`src/rtl/gmii_rx_framer_if.sv`:
```
// rtl/gmii_rx_framer_if.sv - GMII receive inputs and framed byte-stream outputs
`timescale 1ns/1ps
interface gmii_rx_framer_if;
  logic       gmii_rx_dv;
  logic       gmii_rx_er;
  logic [7:0] gmii_rxd;
  logic       link_up;
  logic       rx_frame_start;
  logic       rx_frame_data_valid;
  logic [7:0] rx_frame_data;
  logic       rx_frame_done;
  logic       rx_frame_drop;

  modport master (
    output gmii_rx_dv, gmii_rx_er, gmii_rxd, link_up,
    input  rx_frame_start, rx_frame_data_valid, rx_frame_data, rx_frame_done, rx_frame_drop
  );

  modport slave (
    input  gmii_rx_dv, gmii_rx_er, gmii_rxd, link_up,
    output rx_frame_start, rx_frame_data_valid, rx_frame_data, rx_frame_done, rx_frame_drop
  );
endinterface

```
`src/rtl/gmii_rx_framer.sv`:
```
// rtl/gmii_rx_framer.sv - GMII receive framer: preamble/SFD detect, FCS strip, good/bad frame verdict
// Define GMII_RX_CRC_CHECK_EN to drop frames whose CRC-32 residue is wrong.
`timescale 1ns/1ps
module gmii_rx_framer #(
  parameter int MAX_FRAME_LEN = 1518
) (
  input logic             gmii_rxc,
  input logic             rst_n,
  gmii_rx_framer_if.slave rx
);
  typedef enum logic [1:0] {IDLE, PREAMBLE, DATA, DROP} state_t;

  localparam logic [7:0]  PRE_BYTE = 8'h55;
  localparam logic [7:0]  SFD_BYTE = 8'hD5;
  localparam logic [11:0] MIN_LEN  = 12'd64;
  localparam logic [11:0] MAX_LEN  = 12'(MAX_FRAME_LEN);
  localparam logic [11:0] CNT_SAT  = 12'hFFF;

  state_t          state;
  logic [3:0][7:0] dly;
  logic [11:0]     byte_cnt;
  logic            er_seen;
  logic            dv_low_seen;
  logic            crc_bad;

`ifdef GMII_RX_CRC_CHECK_EN
  logic [31:0] crc;

  function automatic logic [31:0] crc32_byte(input logic [31:0] c, input logic [7:0] d);
    logic [31:0] r;
    r = c ^ {24'd0, d};
    for (int i = 0; i < 8; i++)
      r = r[0] ? ((r >> 1) ^ 32'hEDB88320) : (r >> 1);
    return r;
  endfunction

  // Running the CRC across the FCS too leaves a fixed residue for an intact frame.
  assign crc_bad = (crc != 32'hDEBB20E3);
`else
  assign crc_bad = 1'b0;
`endif

  always_ff @(posedge gmii_rxc or negedge rst_n) begin
    if (!rst_n) begin
      state                  <= IDLE;
      dly                    <= '0;
      byte_cnt               <= '0;
      er_seen                <= 1'b0;
      dv_low_seen            <= 1'b0;
      rx.rx_frame_start      <= 1'b0;
      rx.rx_frame_data_valid <= 1'b0;
      rx.rx_frame_data       <= '0;
      rx.rx_frame_done       <= 1'b0;
      rx.rx_frame_drop       <= 1'b0;
`ifdef GMII_RX_CRC_CHECK_EN
      crc                    <= 32'hFFFFFFFF;
`endif
    end else begin
      rx.rx_frame_start      <= 1'b0;
      rx.rx_frame_data_valid <= 1'b0;
      rx.rx_frame_done       <= 1'b0;
      rx.rx_frame_drop       <= 1'b0;
      // A frame already in flight when reset lifts must not be picked up mid-stream.
      if (!rx.gmii_rx_dv)
        dv_low_seen <= 1'b1;

      case (state)
        IDLE: begin
          if (rx.gmii_rx_dv) begin
            if (dv_low_seen && rx.link_up && rx.gmii_rxd == PRE_BYTE)
              state <= PREAMBLE;
            else
              state <= DROP;
          end
        end

        PREAMBLE: begin
          if (!rx.gmii_rx_dv) begin
            state <= IDLE;
          end else if (rx.gmii_rx_er || (rx.gmii_rxd != PRE_BYTE && rx.gmii_rxd != SFD_BYTE)) begin
            state <= DROP;
          end else if (rx.gmii_rxd == SFD_BYTE) begin
            state             <= DATA;
            rx.rx_frame_start <= 1'b1;
            byte_cnt          <= '0;
            er_seen           <= 1'b0;
`ifdef GMII_RX_CRC_CHECK_EN
            crc               <= 32'hFFFFFFFF;
`endif
          end
        end

        DATA: begin
          if (!rx.gmii_rx_dv) begin
            if (byte_cnt < MIN_LEN || byte_cnt > MAX_LEN || er_seen || crc_bad)
              rx.rx_frame_drop <= 1'b1;
            else
              rx.rx_frame_done <= 1'b1;
            state <= IDLE;
          end else if (!rx.link_up) begin
            rx.rx_frame_drop <= 1'b1;
            state            <= DROP;
          end else begin
            // Four bytes stay behind in the delay line so the FCS is never emitted.
            dly <= {dly[2:0], rx.gmii_rxd};
            if (byte_cnt != CNT_SAT)
              byte_cnt <= byte_cnt + 12'd1;
            if (byte_cnt >= 12'd4) begin
              rx.rx_frame_data       <= dly[3];
              rx.rx_frame_data_valid <= 1'b1;
            end
            if (rx.gmii_rx_er)
              er_seen <= 1'b1;
`ifdef GMII_RX_CRC_CHECK_EN
            crc <= crc32_byte(crc, rx.gmii_rxd);
`endif
          end
        end

        DROP: begin
          if (!rx.gmii_rx_dv)
            state <= IDLE;
        end

        default: state <= IDLE;
      endcase
    end
  end
endmodule

```
`src/flat_wrapper.sv`:
```
// flat-port wrapper written by rule: the top's interface ports become plain ports
module gmii_rx_framer_flat 
#(
  parameter int MAX_FRAME_LEN = 1518
)
  (gmii_rxc, rst_n, rx_gmii_rx_dv, rx_gmii_rx_er, rx_gmii_rxd, rx_link_up, rx_rx_frame_start, rx_rx_frame_data_valid, rx_rx_frame_data, rx_rx_frame_done, rx_rx_frame_drop);
  gmii_rx_framer_if rx_i ();
  input logic gmii_rxc;
  input logic rst_n;
  input wire logic [$bits(rx_i.gmii_rx_dv)-1:0] rx_gmii_rx_dv;
  input wire logic [$bits(rx_i.gmii_rx_er)-1:0] rx_gmii_rx_er;
  input wire logic [$bits(rx_i.gmii_rxd)-1:0] rx_gmii_rxd;
  input wire logic [$bits(rx_i.link_up)-1:0] rx_link_up;
  output wire logic [$bits(rx_i.rx_frame_start)-1:0] rx_rx_frame_start;
  output wire logic [$bits(rx_i.rx_frame_data_valid)-1:0] rx_rx_frame_data_valid;
  output wire logic [$bits(rx_i.rx_frame_data)-1:0] rx_rx_frame_data;
  output wire logic [$bits(rx_i.rx_frame_done)-1:0] rx_rx_frame_done;
  output wire logic [$bits(rx_i.rx_frame_drop)-1:0] rx_rx_frame_drop;
  assign rx_i.gmii_rx_dv = rx_gmii_rx_dv;
  assign rx_i.gmii_rx_er = rx_gmii_rx_er;
  assign rx_i.gmii_rxd = rx_gmii_rxd;
  assign rx_i.link_up = rx_link_up;
  assign rx_rx_frame_start = rx_i.rx_frame_start;
  assign rx_rx_frame_data_valid = rx_i.rx_frame_data_valid;
  assign rx_rx_frame_data = rx_i.rx_frame_data;
  assign rx_rx_frame_done = rx_i.rx_frame_done;
  assign rx_rx_frame_drop = rx_i.rx_frame_drop;
  gmii_rx_framer #(.MAX_FRAME_LEN(MAX_FRAME_LEN)) u_core (.gmii_rxc(gmii_rxc), .rst_n(rst_n), .rx(rx_i));
endmodule
```
`config.mk`:
```
export PLATFORM = sky130hd
export DESIGN_NAME = gmii_rx_framer_flat
export DESIGN_NICKNAME = d
export VERILOG_FILES = /design/src/rtl/gmii_rx_framer_if.sv /design/src/rtl/gmii_rx_framer.sv /design/src/flat_wrapper.sv
export SDC_FILE = /design/constraint.sdc
export NUM_CORES = 1
export LEC_CHECK = 0
export BUFFER_PORTS_ARGS = -buffer_cell sky130_fd_sc_hd__clkbuf_2
export CELL_PAD_IN_SITES_DETAIL_PLACEMENT = 1
export CELL_PAD_IN_SITES_GLOBAL_PLACEMENT = 2
export CORE_MARGIN = 4
export CORE_UTILIZATION = 37
export DETAILED_ROUTE_END_ITERATION = 10
export GPL_ROUTABILITY_DRIVEN = 0
export GPL_TIMING_DRIVEN = 0
export HOLD_SLACK_MARGIN = 0.12
export PLACE_DENSITY_LB_ADDON = 0.1
export SKIP_CTS_REPAIR_TIMING = 1
export SYNTH_ARGS = -nofsm -noshare
export SYNTH_HDL_FRONTEND = slang
export SYNTH_SLANG_ARGS = --single-unit
```
`constraint.sdc`:
```
create_clock -name gmii_rxc -period 1.9 [get_ports gmii_rxc]
set_clock_uncertainty 0.1 [all_clocks]
set_input_delay 0.095 -clock gmii_rxc [delete_from_list [all_inputs] [get_ports gmii_rxc]]
set_output_delay 0.095 -clock gmii_rxc [all_outputs]
set_load 0.03 [all_outputs]
```
==> flow_summary.toml <==
[yosys]
synth-xor-area-share = 0
synth_ff_type = "dfrtp_1"
synthAdderAreaFrac = 0.01437
avgSynthCellArea_um2 = 9.817
synth_top_cell_area_share = 0.5750
synth_edf_count = 0
synthTopCellsByArea = "dfrtp_1 (57%), nand2_1 (16%), mux2_4 (4.6%)"
synth_top_family_by_area = "simple AND/OR/NAND/NOR gates"
syn_area_mm2 = 0.002611
async_flop_share = 1.000
synth_common_cells = "nand2_1 (110), dfrtp_1 (60), a31oi_1 (14)"
syn_nets = 282
yosys_warnings = 0
syn_inst = 266
synth_top_area_cell = "dfrtp_1"
ys_seq_area_frac = 0.5750
ys_ff_latch = 60
synth-simple-area-share = 0.2607
synthDistinctLibCells = 36
synthMuxAreaShare = 0.05031
synth_compound_area_frac = 0.07187
synth_most_common_cell = "nand2_1"

[timing]
rsz0062_at_grt = "yes"
slew_viol_final = 0
hold_viol = 0
final.min_clock_period_ns = 1.913
post-route-period-util = 1.007
tns_ns = -0.03479
setup_viol = 6
maxSlewHeadroom = 0.4531
setup_ws_ns = -0.01291
tightest_slew_ns = 0.8204
clock.fmax_mhz = 522.8

[hold_path]
whs_path_depth = 4
hold_end = "u_core.state[0]"
hold_start = "rx_gmii_rxd[3]"
hp-class = "input pin to flop"

[drt]
ant_nets = 0
drc = 0
viasPerCell = 4.812
dr.pass1.iters = 4
route.vias.total = 2050
routedWlPerCell_um = 14.41
wl_um = 6140
drtIter0Drc = 95

[cts]
root_buffer = "clkbuf_8"
clk_pin_slew_ns = 0.06
cts_buffers = 9
cts_tree = "done"
cts_buffer_depth = 2
h-tree-depth = 3
cts.sinks = 60
clkLatencyLatePin_ns = 0.32

[place]
place_hpwl_um = 3901
io_buffers = 23
dp_cells = 385

[worst_setup_path]
cp.required_ns = 2.01
critPathCaptureType = "flop"
worstRegToRegCells = 5
reg2reg_to = "u_core.rx.rx_frame_data[7]"
ff2ff_setup_slack_ns = -0.01
reg2reg_from = "u_core.byte_cnt[6]"
crit_path_start_kind = "flop"
worstPathMaxFanout = 6
criticalPathCategory = "flop to flop"
cp.arrival_ns = 2.02

[pwr]
p_leak_uw = 0.001708
power_density_mw_per_mm2 = 1033
ir_drop_uv = 433.1
p_total_uw = 3572

[final_layout]
num_antenna_cells = 0
synthToLayoutAreaGrowth_pct = 32.39
nNetsFinal = 343
drive_gt1_frac = 0.2606
fill_cells = 774
multi_input_area_mm2 = 0.001186
instances_no_fill = 426
regArea_mm2 = 0.001503

[global_routing]
grt_overflow = 0
antenna_found_initial = 0
grt_max_degree = 61
grt_pass1_wl_um = 10010
grt_util_all_layers = 0.1493
grt_pass1_vias = 2061

[run_status]
status = "finished with violations"
violations = "setup timing"

[die]
rows = 30
die_w_um = 92.01
pin_count = 25
die_y_um = 92.01
die_area_mm2 = 0.008466
core-area_mm2 = 0.006832
start_util = 0.3822

[flow_run]
drv.max_cap_violation_count = 0
==> flip-flops by register name, indices dropped and copies added, names as in the netlist <==
register,count
u_core.byte_cnt,12
u_core.dly,32
u_core.dv_low_seen,1
u_core.er_seen,1
u_core.rx.rx_frame_data,8
u_core.rx.rx_frame_data_valid,1
u_core.rx.rx_frame_done,1
u_core.rx.rx_frame_drop,1
u_core.rx.rx_frame_start,1
u_core.state,2
==> report_power, final <==
group          switching, µW  leakage [µW]  total, µW  internal, µW
Combinational            387      0.000826        708           321
Clock                    453     0.0000983       1110           661
Sequential               209      0.000784       1750          1540
==> cell families (layout without fill, tap and decap cells) <==
logic type,after synthesis,in the layout
compound gates,29,30
fa+ha+maj,3,3
buf+inv,17,80
flops,60,60
mux,9,9
simple gates,148,148
==> placed cells by master, fill, tap and decap left out, drive strengths merged <==
cell	netlist	routed
a41oi	1	1
clkbuf	8	43
dfrtp	60	60
nor2	8	8
mux2	9	9
nand3	5	5
nand2b	2	2
o31a	1	1
nor3	2	2
or4	1	1
buf	5	18
or2	1	1
and3	1	1
o21ai	8	8
nor4bb	2	2
nor4	2	2
dlygate4sd3	0	13
and2	2	2
nor2b	1	1
ha	3	3
nand4	1	1
o21a	1	1
and4b	1	1
a221oi	1	1
nand2	110	110
bufinv	0	1
and3b	5	5
and4	3	3
nand4b	1	1
a21oi	3	4
clkinv	0	1
inv	4	4
a31oi	14	14
==> worst max path at each step <==
stage | slack [ns] | end | cells after the start | start
after global routing | -0.07 | u_core.rx.rx_frame_data[7] | 5 | u_core.byte_cnt[6]
after global placement | -0.12 | u_core.byte_cnt[9] | 5 | u_core.state[1]
after CTS | -0.15 | u_core.byte_cnt[6] | 5 | u_core.state[1]
after floorplan | 0.12 | u_core.rx.rx_frame_data[0] | 4 | u_core.byte_cnt[6]
after detailed placement | -0.15 | u_core.byte_cnt[9] | 5 | u_core.state[1]
final | -0.01 | u_core.rx.rx_frame_data[7] | 5 | u_core.byte_cnt[6]
==> layer usage <==
metal | share of wire | GRT usage | up-vias
met2 | 0.47 | 0.2305 | 28
met5 | 0 | 0 | -
met1 | 0.50 | 0.2029 | 1008
li1 | - | - | 1008
met4 | 0.012 | 0.06312 | 0
met3 | 0.026 | 0.03199 | 6
==> worst max-delay path: stages, from the launching register on <==
cell and delay, ns:
dfrtp_2 0.45, or4_4 0.54, nor3_4 0.15, buf_6 0.14
a21oi_4 0.09, mux2_4 0.33
==> per-stage QoR <==
stage	hold WS, ns	cell area, µm²	utilization	setup slack [ns]
floorplan	-0.3006	2611	-	0.1200
global placement	0.2030	2846	0.4167	-0.1225
detailed placement	0.1778	2849	0.4170	-0.1496
CTS	-0.1786	3039	0.4449	-0.1516
global route	0.2179	3457	0.5060	-0.06608
finish	0.2020	3457	0.5060	-0.01291
==> final cells by class <==
type                       instances  area share
sequential                        60      0.4347
multi-input combinational        190      0.3431
timing repair buffer              49      0.1021
clock buffer                      12     0.04488
tap                               96     0.03474
buffer                            13     0.02606
clock inverter                     2     0.01013
inverter                           4    0.004343
Power figures use the tool's default switching activity.
